`config.mk`:
```
export PLATFORM = sky130hd
export DESIGN_NAME = dmi_bridge_serv
export DESIGN_NICKNAME = d
export VERILOG_FILES = /design/src/rtl/dm_pkg.sv /design/src/rtl/dmi_bridge_serv.sv
export SDC_FILE = /design/constraint.sdc
export NUM_CORES = 1
export LEC_CHECK = 0
export ABC_AREA = 1
export BUFFER_PORTS_ARGS = -buffer_cell sky130_fd_sc_hd__buf_2
export CAP_MARGIN = 20
export CORE_MARGIN = 5
export CORE_UTILIZATION = 48
export DETAILED_ROUTE_END_ITERATION = 7
export PLACE_DENSITY = 0.88
export SETUP_SLACK_MARGIN = 0.3
export SYNTH_ARGS = -nofsm -noshare
export SYNTH_HDL_FRONTEND = slang
export SYNTH_SLANG_ARGS = --single-unit
```
`constraint.sdc`:
```
create_clock -name clk_i -period 2.4 [get_ports clk_i]
set_clock_uncertainty 0.05 [all_clocks]
set_input_delay 0.36 -clock clk_i [delete_from_list [all_inputs] [get_ports clk_i]]
set_output_delay 0.36 -clock clk_i [all_outputs]
set_load 0.005 [all_outputs]
```
`src/rtl/dm_pkg.sv`:
```
// ---------------------------------------------------------------------------
// dm : shared debug-module package.
//
// Purpose
//   Types and encodings shared by the DMI datapath: the request/response
//   structs carried across the JTAG<->core crossing, the DMI op codes and
//   the DMI response codes.
//
// Contents
//   dmi_req_t   {addr[6:0], op[1:0], data[31:0]}
//   dmi_resp_t  {data[31:0], resp[1:0]}
//   DTM_NOP / DTM_READ / DTM_WRITE     op encodings (3 is reserved)
//   DTM_SUCCESS / DTM_FAILED           resp encodings
// ---------------------------------------------------------------------------
package dm;

    typedef struct packed {
        logic [6:0]  addr;
        logic [1:0]  op;
        logic [31:0] data;
    } dmi_req_t;

    typedef struct packed {
        logic [31:0] data;
        logic [1:0]  resp;
    } dmi_resp_t;

    // op is carried as a raw 2-bit field so the reserved value 3 stays
    // representable; hence plain constants rather than an enum.
    localparam logic [1:0] DTM_NOP     = 2'd0;
    localparam logic [1:0] DTM_READ    = 2'd1;
    localparam logic [1:0] DTM_WRITE   = 2'd2;

    localparam logic [1:0] DTM_SUCCESS = 2'd0;
    localparam logic [1:0] DTM_FAILED  = 2'd2;

endpackage

```
`src/rtl/dmi_bridge_serv.sv`:
```
// ---------------------------------------------------------------------------
// dmi_bridge_serv : core-side DMI bridge.
//
// Purpose
//   Accepts one DMI request at a time from the core side of the request
//   crossing, runs it as a single access on the debug-module register bus,
//   and presents the result to the response crossing. NOP and the reserved
//   op are answered locally without touching the bus. An access that does
//   not complete within TimeoutCycles is abandoned with a FAILED response.
//
// Parameters
//   TimeoutCycles  max cycles from bus-request start to completion (>= 1)
//
// Ports
//   clk_i, rst_i                   core clock, synchronous active-high reset
//   dmi_req_i/_valid_i/_ready_o    request handshake (ready from state only)
//   dmi_resp_o/_valid_o/_ready_i   response handshake (held until ready)
//   reg_req_o                      bus request, high while waiting for grant
//   reg_we_o/addr_o/wdata_o        captured access attributes
//   reg_gnt_i                      request granted
//   reg_rvalid_i/rdata_i/err_i     access completion, read data, error
// ---------------------------------------------------------------------------
module dmi_bridge_serv
    import dm::*;
#(
    parameter int unsigned TimeoutCycles = 255
) (
    input  logic        clk_i,
    input  logic        rst_i,

    input  dmi_req_t    dmi_req_i,
    input  logic        dmi_req_valid_i,
    output logic        dmi_req_ready_o,

    output dmi_resp_t   dmi_resp_o,
    output logic        dmi_resp_valid_o,
    input  logic        dmi_resp_ready_i,

    output logic        reg_req_o,
    output logic        reg_we_o,
    output logic [6:0]  reg_addr_o,
    output logic [31:0] reg_wdata_o,
    input  logic        reg_gnt_i,
    input  logic        reg_rvalid_i,
    input  logic [31:0] reg_rdata_i,
    input  logic        reg_err_i
);

    typedef enum logic [1:0] {
        S_IDLE,
        S_ISSUE,
        S_WAIT,
        S_RESP
    } state_e;

    localparam int unsigned    CntW    = $clog2(TimeoutCycles + 1);
    localparam logic [CntW-1:0] CntMax  = CntW'(TimeoutCycles);
    // The counter reads k-1 during the k-th busy cycle, so the cycle in
    // which the count reaches TimeoutCycles is the one where it reads T-1.
    localparam logic [CntW-1:0] CntLast = CntW'(TimeoutCycles - 1);

    state_e          r_state;
    state_e          w_state_nxt;
    dmi_resp_t       r_resp;
    dmi_resp_t       w_resp_nxt;
    logic [6:0]      r_addr;
    logic            r_we;
    logic [31:0]     r_wdata;
    logic [CntW-1:0] r_cnt;

    logic            w_accept;
    logic            w_done;
    logic            w_timeout;
    logic            w_busy;

    // ------------------------------------------------------------------
    // Next-state / response logic
    // ------------------------------------------------------------------
    always_comb begin
        w_state_nxt = r_state;
        w_resp_nxt  = r_resp;
        w_accept    = 1'b0;
        w_done      = 1'b0;
        w_timeout   = 1'b0;

        unique case (r_state)
            S_IDLE: begin
                if (dmi_req_valid_i) begin
                    w_accept = 1'b1;
                    unique case (dmi_req_i.op)
                        DTM_NOP: begin
                            w_resp_nxt  = '{data: 32'h0, resp: DTM_SUCCESS};
                            w_state_nxt = S_RESP;
                        end
                        DTM_READ, DTM_WRITE: begin
                            w_state_nxt = S_ISSUE;
                        end
                        default: begin
                            w_resp_nxt  = '{data: 32'h0, resp: DTM_FAILED};
                            w_state_nxt = S_RESP;
                        end
                    endcase
                end
            end

            S_ISSUE, S_WAIT: begin
                // A completion arriving with the grant counts the same as
                // one arriving later in WAIT.
                w_done    = reg_rvalid_i & ((r_state == S_WAIT) | reg_gnt_i);
                w_timeout = (r_cnt == CntLast);

                if (w_done) begin
                    w_resp_nxt.data = r_we ? 32'h0 : reg_rdata_i;
                    w_resp_nxt.resp = reg_err_i ? DTM_FAILED : DTM_SUCCESS;
                    w_state_nxt     = S_RESP;
                end else if (w_timeout) begin
                    w_resp_nxt  = '{data: 32'h0, resp: DTM_FAILED};
                    w_state_nxt = S_RESP;
                end else if ((r_state == S_ISSUE) && reg_gnt_i) begin
                    w_state_nxt = S_WAIT;
                end
            end

            S_RESP: begin
                // Late gnt/rvalid after a timeout land here and are ignored.
                if (dmi_resp_ready_i) begin
                    w_state_nxt = S_IDLE;
                end
            end

            default: begin
                w_state_nxt = S_IDLE;
            end
        endcase
    end

    assign w_busy = (r_state == S_ISSUE) || (r_state == S_WAIT);

    // ------------------------------------------------------------------
    // State and datapath registers
    // ------------------------------------------------------------------
    always_ff @(posedge clk_i) begin
        if (rst_i) begin
            r_state <= S_IDLE;
            r_resp  <= '0;
            r_addr  <= '0;
            r_we    <= 1'b0;
            r_wdata <= '0;
            r_cnt   <= '0;
        end else begin
            r_state <= w_state_nxt;
            r_resp  <= w_resp_nxt;
            if (w_accept) begin
                r_addr  <= dmi_req_i.addr;
                r_we    <= (dmi_req_i.op == DTM_WRITE);
                // Reads present zero write data on the bus.
                r_wdata <= (dmi_req_i.op == DTM_WRITE) ? dmi_req_i.data : 32'h0;
                r_cnt   <= '0;
            end else if (w_busy && (r_cnt != CntMax)) begin
                r_cnt   <= r_cnt + 1'b1;
            end
        end
    end

    // ------------------------------------------------------------------
    // Outputs
    // ------------------------------------------------------------------
    // Gated by rst_i so ready reads low for the whole reset pulse, not just
    // until the first edge resets the state register.
    assign dmi_req_ready_o  = (r_state == S_IDLE) && !rst_i;

    assign dmi_resp_valid_o = (r_state == S_RESP);
    assign dmi_resp_o       = r_resp;

    assign reg_req_o        = (r_state == S_ISSUE);
    assign reg_we_o         = r_we;
    assign reg_addr_o       = r_addr;
    assign reg_wdata_o      = r_wdata;

endmodule

```
# Word-level counts from Yosys, hierarchy flattened
# Cells that the tools add are included.
dict set report totals {
  wordCells 52
  reg_bits 84
  inputBits 80
}
dict set report op_classes {
  n_addsub 1
  eq_ne 12
  bitwise_logic 2
  n_mux 17
  n_reduce_logical 13
}
# cell n
set op_table {}
lappend op_table {{$pmux W34 S2} 2}
lappend op_table {{$mux W34} 3}
lappend op_table {{$mux W32} 2}
lappend op_table {{$mux W2} 7}
lappend op_table {{$add A8 B1 Y8 const B} 1}
lappend op_table {{$eq A8 B8 Y1 const B} 1}
lappend op_table {{$ne A8 B8 Y1 const B} 1}
lappend op_table {{$eq A2 B2 Y1 const B} 3}
lappend op_table {{$pmux W2 S3} 1}
lappend op_table {{$reduce_or A2 Y1} 3}
lappend op_table {{$eq A2 B1 Y1 const B} 2}
lappend op_table {{$logic_not A2 Y1} 2}
lappend op_table {{$ne A2 B2 Y1 const B} 2}
lappend op_table {{$ne A4 B4 Y1 const B} 1}
lappend op_table {{$reduce_and A4 Y1} 1}
lappend op_table {{$logic_and A1 B1 Y1} 3}
lappend op_table {{$ne A3 B3 Y1 const B} 1}
lappend op_table {{$reduce_and A3 Y1} 1}
lappend op_table {{$mux W1} 2}
lappend op_table {{$ne A2 B1 Y1 const B} 1}
lappend op_table {{$reduce_bool A2 Y1} 1}
lappend op_table {{$and A1 B1 Y1} 1}
lappend op_table {{$logic_not A1 Y1} 1}
lappend op_table {{$logic_or A1 B1 Y1} 1}
lappend op_table {{$or A1 B1 Y1} 1}

# Logic depth before layout (Yosys ltp)
# Gate-level depths: netlist (run 1).
dict set report depth {
  word_depth 6
  ltp_mapped 11
}

# Worst setup path before layout (run 1)
# No wires, ideal clock.
dict set report synth_timing {
  path_type {reg-to-reg}
  from {reg r_state[0]}
  to {reg r_resp, in the netlist dmi_resp_o[11]}
  setup_time_ps 113
  required_ps 2237
  arrival_time_ps 1574
  path_slack_ps 663
  path_stages_with_launch 10
  path_buffers 3
  path_cell_list {dfxtp_1 inv_1 ha_1 buf_4 o21ai_1 nor2_2 buf_6 buf_4 a21oi_2 nor2_2}
}
dict set report synth_between {
  elab_chain_len 5
  elab_cells_between_ends 13
  classes_between {eq/ne: 5; mux: 2; bitwise: 2; reduce/logical: 4}
}
# item line
set synth_rtl {}
lappend synth_rtl {{start, declared} dmi_bridge_serv.sv:62} ;# state_e r_state;
lappend synth_rtl {{start signal, assigned} dmi_bridge_serv.sv:151} ;# r_state <= w_state_nxt;
lappend synth_rtl {{$eq A2 B2 Y1} {dmi_bridge_serv.sv:86, dmi_bridge_serv.sv:109}}
lappend synth_rtl {{$or A1 B1 Y1} dmi_bridge_serv.sv:109} ;# w_done = reg_rvalid_i & ((r_state == S_WAIT) | reg_gnt_i);
lappend synth_rtl {{$and A1 B1 Y1} dmi_bridge_serv.sv:109}
lappend synth_rtl {{$ne A3 B3 Y1 (no line) or $mux W34 (tied branches)} -}
lappend synth_rtl {{$reduce_and A4 Y1 (no line) or $pmux W34 S2 (tied branches)} -}
lappend synth_rtl {{end signal, assigned} dmi_bridge_serv.sv:152} ;# r_resp <= w_resp_nxt;
lappend synth_rtl {{end, declared} dmi_bridge_serv.sv:64} ;# dmi_resp_t r_resp;
# Several ways; a longest one is shown, not always the timed one.
# A chain may end at the register's enable or synchronous reset.

# Worst setup path after layout (run 1)
dict set report layout_timing {
  from {reg r_state[1]}
  to {reg r_resp, in the netlist dmi_resp_o[10]}
}
# The elaborated chain is that of the path after synthesis.

==> results of run 1 <==
-- worst max-delay path: stages (launching register included) --
cell and delay (ns):
dfxtp_1 0.39, inv_1 0.08, ha_2 0.43, o21ai_1 0.14, nor2_4 0.18, buf_12 0.23
nand3_1 0.11, nand2_1 0.09, nor2_1 0.05
-- placed cells by master, fill, tap and decap left out, types with 2 or more instances in the layout --
cell and count:
clkbuf_8 10, o21ai_0 30, ha_1 7, buf_12 3
nand3_1 27, clkinv_4 3, dfxtp_1 83, nand2_2 3
nor2_1 50, a21oi_1 8, nor2_2 12, nand3_4 2
buf_2 155, nor2_4 3, nand3_2 10, o21ai_1 14
nand4_1 2, inv_1 53, a21oi_2 30, inv_2 2
nand2_1 133, xor2_1 3
-- kinds of logic (layout without fill, tap and decap cells) --
group	count (synthesis)	count (layout)
simple gates	242	242
compound gates	85	85
fa+ha+maj	8	8
flops	83	83
other cells	1	1
xor+xnor	3	3
buf+inv	85	233
-- where the power goes --
part / switching, mW / leakage [nW] / internal (mW) / total, mW
combinational: 1.89 / 1.67 / 1.34 / 3.22
clock: 0.524 / 0.103 / 0.518 / 1.04
sequential: 0.259 / 0.678 / 1.76 / 2.01
total: 2.67 / 2.45 / 3.61 / 6.28
-- area by class of cell --
class                   count  area share (%)
clock inverters             6            1.49
repair buffers            161            18.1
multi-input cells         339            36.6
clock buffers              10            2.82
inverters                  56            4.31
well taps                 102            2.62
flip-flops and latches     83            34.1
-- final timing paths --
path                                                   start                           end  depth (start not counted)
worst max-delay path                 r_state[1]$_SDFFE_PP0P_   dmi_resp_o[10]$_SDFFE_PP0P_                          8
worst min-delay path                           dmi_req_i[18]  reg_wdata_o[18]$_SDFFE_PP0P_                          3
worst max register to register       r_state[1]$_SDFFE_PP0P_   dmi_resp_o[10]$_SDFFE_PP0P_                          8
worst min register to register  reg_wdata_o[16]$_SDFFE_PP0P_  reg_wdata_o[16]$_SDFFE_PP0P_                          2
-- stage by stage --
stage / setup WS [ns] / std cells / hold WS, ns / instance area, µm² / util (%)
finish: 0.546 / 757 / 0.190 / 4870 / 62.4
global route: 0.344 / 757 / 0.175 / 4870 / 62.4
CTS: 0.388 / 756 / 0.178 / 4830 / 61.8
detailed placement: 0.391 / 740 / 0.395 / 4620 / 59.2
global placement: 0.479 / 740 / 0.387 / 4620 / 59.2
floorplan: 0.663 / 507 / 0.402 / 3880 / -
-- state kept, by name, summed over array words and instances (netlist names) --
| signal | cells |
|---|---|
| reg_addr_o | 7 |
| r_state | 2 |
| dmi_resp_o | 33 |
| reg_we_o | 1 |
| r_cnt | 8 |
| reg_wdata_o | 32 |
-- routing by layer --
metal  up-vias  share of wire [%]
li1       1862                  -
met2       178                 47
met3        15                 12
met5         -                  0
met1      1691                 39
met4         0                1.6
==> metrics.txt, run 1 <==
status completed; DR iter-0 viols 159; multi-input combinational cell area 1780 µm²; CTS Hold Bufs 0; crit path max fanout 33; Die Wd 99.9 µm; Max Slew Vio Count 0; root buf cell clkbuf_8; most common cell in the netlist nand2_1; simple-gate share of the synthesized area 27.8%; Hold Path Class in -> reg; Yosys reg bits 83; WS Path Type reg -> reg; Synth Net Count 595; ANT cells 0; CP arrival 2.05 ns; adder-cell share of the synthesized area 2.58%; PwrDens 1290 nW/µm²; placement row count 32; gr usage total 19.7%; Synth Instances 507; vias in the first global route 3,536; Post-CTS Resized 0; Initial Util 49.7%; FFs w/ async S/R, synth 0%; met3 Resource Use GR 7.92%; Yosys top cell area share 42.9%; clk_lat worst skew 0.35 ns; layout cells sized above 1 36.8%; total power 6.28 mW; Hold Vio Cnt, Final 0; mux cell area share after synthesis 0%; Synth cell types 29; fillcell total 680; largest family of logic cells by synthesized area simple AND/OR/NAND/NOR gates; Setup TNS 0 ns; dpl hpwl 7370 µm; Post-CTS Setup Inserts 0; Pleak 2.45 nW; busiest layer in global routing met2; WL/cell 13.3 µm; met2 Usage GRT 32.0%; post-route clock period utilization 77.2%; die height 99.9 µm; CP Capture Type flip-flop; DRC 0; core footprint 7810 µm²; Peak Freq 539 MHz; Avg Cell Area, Syn 7.65 µm²; top post-synthesis cells by count 133 x nand2_1, 83 x dfxtp_1, 53 x inv_1, 50 x nor2_1; number of synthesized flops with an enable pin 0; # clock sinks 83; area of the die 9980 µm²; Worst EP required 2.60 ns; YS warnings 0; max-cap viol count 0; post-synthesis compound-gate area fraction 14.3%; Main synth FF type dfxtp_1; ranking of synthesized cells by area dfxtp_1 43%, nand2_1 13%, a21oi_2 6.8%, inv_1 5.1%, nor2_1 4.8%; sequential-to-total area share from yosys stat 42.9%; initial antenna violation count 0; H-tree depth 3; TritonRoute pass-1 iters 5; FF-to-FF setup slack 0.55 ns; final wirelength 10,000 µm; Setup-failing EPs final 0; number of CTS-inserted buffers 9; global-route wire length before repair 16,100 µm; pin count of the biggest net entering global routing 67; count of input and output buffers 155; Post-Synth XOR/XNOR Area 0.678%; Final #Nets 738; Routed Antenna Nets 0; DR vias 3,746; # IOs 157; RD Place Congestion 0.838; RSZ-0062 raised after global routing false; Max clock buf depth 2; worst vdd ir 0.000662 V; area leader, netlist dfxtp_1; total gr overflow 0; min Tclk post-route 1.85 ns; met1 GRT Util 23.5%; Via density 4.95; CP startpoint kind flip-flop; Synth Cell Area 3880 µm²; area delta synth->final 25.7%; Clk pin slew, worst setup/hold paths 0.09 ns; Reg area 1660 µm²; CTS tree yes
Note: power is estimated with default switching activity, not from simulation.
==> inputs of run 2 (changes only) <==
--- a/config.mk
+++ b/config.mk
@@ -9,9 +9,9 @@
 export BUFFER_PORTS_ARGS = -buffer_cell sky130_fd_sc_hd__buf_2
 export CAP_MARGIN = 20
 export CORE_MARGIN = 5
-export CORE_UTILIZATION = 48
+export CORE_UTILIZATION = 44
 export DETAILED_ROUTE_END_ITERATION = 7
-export PLACE_DENSITY = 0.88
+export PLACE_DENSITY = 0.86
 export SETUP_SLACK_MARGIN = 0.3
 export SYNTH_ARGS = -nofsm -noshare
 export SYNTH_HDL_FRONTEND = slang
==> constraint.sdc (replaced) <==
create_clock -name clk_i -period 1.6 [get_ports clk_i]
set_clock_uncertainty 0.05 [all_clocks]
set_input_delay 0.24 -clock clk_i [delete_from_list [all_inputs] [get_ports clk_i]]
set_output_delay 0.24 -clock clk_i [all_outputs]
set_load 0.005 [all_outputs]
==> run 2 against run 1 <==
The run now ends with setup timing left; utilization up 11 points; critical path depth up 2; worst setup slack lost 0.67 ns; final cell count up 8.3%; clock power rose by 58%; sequential power up 56%; critical path type unchanged.
==> metrics.txt, run 2 (synthesized netlist as in run 1, its figures left out) <==
Gate power share 62.5%; total power 12.7 mW; RSZ-0062 raised after global routing true; # clock sinks 83; Max Slew Vio Count 0; Setup-failing EPs final 70; CTS tree yes; RR Startpoint r_state[0]$_SDFFE_PP0P_; CP arrival 1.96 ns; area delta synth->final 63.6%; Flop pwr share 24.6%; gr usage total 24.4%; global-route wire length before repair 21,700 µm; Die Wd 104 µm; pin count of the biggest net entering global routing 41; crit path from r_state[0]$_SDFFE_PP0P_; Placed Cells 761; DRC 0; PwrDens 2010 nW/µm²; dpl hpwl 7380 µm; NetSw 5.42 mW; R2R cell count 10; hold_sp dmi_req_i[7]; Hold Vio Cnt, Final 0; number of flip-flops in the largest register 33; most common cell after layout, fill and taps aside buf_2; RR Endpoint reg_wdata_o[14]$_SDFFE_PP0P_; ANT cells 0; Clk pin slew, worst setup/hold paths 0.09 ns; clk_lat worst skew 0.37 ns; Internal Power 7.30 mW; H-tree depth 3; switch share 42.6%; max-cap viol count 0; total gr overflow 0; post-route clock period utilization 107%; DR vias 4,464; Initial Util 44.9%; clock share of power 12.9%; Final #Nets 795; area of the die 10,800 µm²; root buf cell clkbuf_8; core footprint 8640 µm²; final wirelength 16,500 µm; Peak Freq 582 MHz; RD Place Congestion 0.833; DR iter-0 viols 356; Via density 5.44; fin cells 820; Hold Path Class in -> reg; Max clock buf depth 2; most frequent cells in the layout 152 x buf_2, 105 x nand2_1, 79 x dfxtp_1, 47 x inv_1, 32 x o21ai_2; vias in the first global route 4,392; failing checks setup timing; layout cells sized above 1 56.6%; # IOs 157; CP Capture Type flip-flop; worst vdd ir 0.000975 V; fin worst setup slack -0.119 ns; placement row count 34; Placement Setup Slack -0.268 ns; Worst Hold Endpoint reg_wdata_o[7]$_SDFFE_PP0P_; die height 104 µm; initial antenna violation count 0; CP startpoint kind flip-flop; number of CTS-inserted buffers 9; min Tclk post-route 1.72 ns; status finished, violations left; count of input and output buffers 155; final core occ 73.4%; fillcell total 525; worst hold slack 0.0604 ns; Worst Hold Depth 3; Worst EP required 1.84 ns; Pleak 3.11 nW; FF-to-FF setup slack -0.12 ns; TritonRoute pass-1 iters 4; Routed Antenna Nets 0; WS Path Type reg -> reg; WL/cell 20.1 µm; crit path max fanout 8
## run 2: cell types whose count changed in the layout (fill, tap and decap cells not counted), sizes merged
cell,before,now
nor2,65,66
clkbuf,11,14
buf,160,213
clkinv,4,3
inv,56,57
## run 2: timing repair
item | 4_1_cts | 5_1_grt
gates resized for setup | 117 | 97
setup endpoints to repair | 79 | 86
pin swaps | 24 | 28
endpoints found under the hold margin | 0 | 0
setup buffers | 21 | 8
gates cloned | 10 | 4
hold buffers | 0 | 0
## run 2: how the worst max path moves through the flow
stage / to / slack [ns] / depth (start not counted)
final: reg_wdata_o[14]$_SDFFE_PP0P_ / -0.12 / 10
after global routing: dmi_resp_o[26]$_SDFFE_PP0P_ / -0.15 / 8
after detailed placement: r_cnt[4]$_SDFFE_PP0P_ / -0.27 / 7
after global placement: reg_we_o$_SDFFE_PP0P_ / -0.13 / 7
after floorplan: dmi_resp_o[26]$_SDFFE_PP0P_ / 0.05 / 9
after CTS: dmi_req_ready_o / -0.003 / 6
## run 2: cell type report
class | instances | area [µm²] | share of cell area, %
Timing Repair Buffer | 217 | 1770 | 27.9
Sequential cell | 83 | 1670 | 26.3
Tap cell | 108 | 135 | 2.13
Multi-Input combinational cell | 340 | 2330 | 36.8
Clock inverter | 6 | 72.6 | 1.14
Clock buffer | 10 | 138 | 2.17
Inverter | 56 | 228 | 3.59
## run 2: through the flow
stage	area, µm²	TNS [ns]
after global routing	6340	-6.28
after detailed placement	4810	-2.00
after CTS	5780	-0.00288
after global placement	4810	-0.866
final	6340	-3.05
after floorplan	3940	0
## run 2: power by group through the flow
stage               sequential (mW)  clock [mW]  combinational [mW]
floorplan                      3.07           0                4.04
global placement               3.01           0                5.00
detailed placement             3.05           0                5.19
CTS                            3.04        1.63                6.54
global route                   3.19        1.77                8.52
finish                         3.13        1.64                7.94
## run 2: metal layers
metal,global-route usage (%),part of all wire [%],up-vias
met5,0,0,-
met4,16.1,6.3,0
met3,7.95,9.8,90
met2,40.7,49,321
met1,26.2,35,2061
li1,-,-,1992
## run 2: critical path, cell delays in order, from the launching register on
cell and delay (ns):
dfxtp_2 0.35, inv_4 0.09, ha_4 0.17, buf_6 0.11, nand2_4 0.06, inv_4 0.08
buf_6 0.11, nand3_4 0.13, buf_12 0.18, buf_16 0.14, o21ai_2 0.16
==> inputs of run 3 (changes only) <==
--- a/config.mk
+++ b/config.mk
@@ -6,12 +6,12 @@
 export NUM_CORES = 1
 export LEC_CHECK = 0
 export ABC_AREA = 1
-export BUFFER_PORTS_ARGS = -buffer_cell sky130_fd_sc_hd__buf_2
 export CAP_MARGIN = 20
 export CORE_MARGIN = 5
-export CORE_UTILIZATION = 44
+export CORE_UTILIZATION = 57
 export DETAILED_ROUTE_END_ITERATION = 7
-export PLACE_DENSITY = 0.86
+export DONT_BUFFER_PORTS = 1
+export PLACE_DENSITY = 0.84
 export SETUP_SLACK_MARGIN = 0.3
 export SYNTH_ARGS = -nofsm -noshare
 export SYNTH_HDL_FRONTEND = slang
==> run 3 against run 2 <==
The flow still finishes with violations (setup timing); via count is 5.9% lower; worst hold slack worse by 0.054 ns; final cell count is 19% lower; first-iteration DRC count is 29% higher; global-route usage is 4.5 points higher; power is 3.2% lower; utilization is 11 points higher; clock-buffer cell count stayed put; register-to-register slack worse by 0.08 ns; non-clock buffer count is 129 lower; routed wire length is 0.22% lower; combinational power is 6.3% lower; largest cell class unchanged.
==> metrics.txt, run 3 (synthesized netlist as in run 1, its figures left out) <==
Worst Hold Depth 2; clk_lat worst skew 0.36 ns; CP startpoint kind flip-flop; R2R cell count 11; Worst setup endpoint dmi_resp_o[22]$_SDFFE_PP0P_; global-route wire length before repair 19,600 µm; Max Slew Vio Count 0; Hold Path Class in -> reg; # clock sinks 83; DR iter-0 viols 458; DR vias 4,202; H-tree depth 3; final wirelength 16,400 µm; Max clock buf depth 2; Hold Vio Cnt, Final 0; count of input and output buffers 0; # IOs 157; pin count of the biggest net entering global routing 32; most frequent cells in the layout 91 x nand2_1, 79 x dfxtp_1, 49 x inv_1, 38 x nor2_1, 37 x dlygate4sd3_1; die height 92.5 µm; crit path from r_cnt[0]$_SDFFE_PP0P_; failing checks setup timing; Peak Freq 557 MHz; RR Endpoint dmi_resp_o[22]$_SDFFE_PP0P_; total gr overflow 0; CTS tree yes; Routed Antenna Nets 0; RD Place Congestion 0.820; status finished, violations left; layout cells sized above 1 39.7%; Die Wd 92.5 µm; WL/cell 24.8 µm; fin worst setup slack -0.195 ns; area delta synth->final 47.0%; TritonRoute pass-1 iters 5; min Tclk post-route 1.79 ns; RR Startpoint r_cnt[0]$_SDFFE_PP0P_; gr usage total 28.9%; CP top delay family simple AND/OR/NAND/NOR gates; worst vdd ir 0.00111 V; FF-to-FF setup slack -0.19 ns; post-route clock period utilization 112%; Final #Nets 665; dpl hpwl 6740 µm; WP depth 11; DRC 0; Critical-path top delay cell dfxtp_2; Initial Util 57.7%; root buf cell clkbuf_8; CP arrival 2.02 ns; WS Path Type reg -> reg; CP Capture Type flip-flop; PwrDens 2160 nW/µm²; Pleak 2.60 nW; most common cell after layout, fill and taps aside nand2_1; number of flip-flops in the largest register 33; max-cap viol count 0; area of the die 8550 µm²; RSZ-0062 raised after global routing true; ordered list of cells on the worst path inv_1 -> ha_1 -> inv_1 -> nor2_2 -> nand2_2 -> nand3_4 -> buf_12 -> buf_12 -> nand3_1 -> nand2_1 -> nor2_1; crit-path max cell delay 0.39 ns; Worst Path Buf+Inv 4; final core occ 84.8%; Placement Setup Slack 0.0141 ns; number of CTS-inserted buffers 9; Via density 6.35; initial antenna violation count 0; fillcell total 280; Worst EP required 1.83 ns; crit path max fanout 9; Setup-failing EPs final 58; Clk pin slew, worst setup/hold paths 0.09 ns; vias in the first global route 3,937; ANT cells 0; placement row count 30; core footprint 6720 µm²
==> run 3: changes by cell type in the layout (fill, tap and decap cells not counted), sizes merged <==
cell         change
buf            -169
dlygate4sd3     +37
clkbuf           +3
clkinv           +1
inv              -1
nor2             -1
==> run 3: how the worst min path moves through the flow <==
stage / start / end
detailed placement: dmi_req_i[25] / reg_wdata_o[25]$_SDFFE_PP0P_
finish: dmi_req_i[36] / reg_addr_o[2]$_SDFFE_PP0P_
global route: dmi_req_i[36] / reg_addr_o[2]$_SDFFE_PP0P_
global placement: dmi_req_i[18] / reg_wdata_o[18]$_SDFFE_PP0P_
floorplan: dmi_req_i[29] / reg_wdata_o[29]$_SDFFE_PP0P_
CTS: dmi_req_i[40] / reg_addr_o[6]$_SDFFE_PP0P_
==> run 3: repair_timing <==
item / in CTS / in global routing
gates cloned: 8 / 8
hold buffers: 34 / 3
endpoints found under the setup margin: 78 / 86
setup buffers: 18 / 3
pin swaps: 6 / 16
hold endpoints to repair: 34 / 3
resized for setup: 67 / 140
==> run 3: power breakdown <==
group          internal (mW)  leakage [nW]  switching [mW]
logic                   3.55          1.83            3.89
clock network          0.727        0.0966           0.865
registers               2.64         0.679           0.636
total                   6.93          2.60            5.39
==> run 3: metal layers <==
| layer | GRT usage [%] | up-vias | wire, µm |
|---|---|---|---|
| met5 | 0 | - | 0 |
| li1 | - | 1725 | - |
| met3 | 10.7 | 111 | 2070 |
| met4 | 13.2 | 0 | 963 |
| met2 | 51.8 | 405 | 7970 |
| met1 | 29.6 | 1961 | 5440 |
==> run 3: through the flow <==
| stage | setup TNS [ns] | std cells | instance area (µm²) | hold slack (ns) | power, mW |
|---|---|---|---|---|---|
| floorplan | 0 | 507 | 3940 | 0.327 | 7.11 |
| global route | -6.62 | 662 | 5700 | 0.0165 | 12.9 |
| finish | -4.25 | 662 | 5700 | 0.00650 | 12.3 |
| CTS | 0 | 648 | 4960 | 0.00387 | 10.3 |
| detailed placement | 0 | 572 | 3930 | 0.335 | 7.47 |
| global placement | 0 | 572 | 3930 | 0.329 | 7.22 |
==> run 3: area by class of cell <==
type	count	area, µm²	share of cell area (%)
clock buffer	10	128	2.24
clock inverter	6	65.1	1.14
inverter	56	220	3.86
multi-input combinational	339	2310	40.6
sequential	83	1670	29.2
tap	80	100	1.76
timing repair buffer	88	1200	21.1
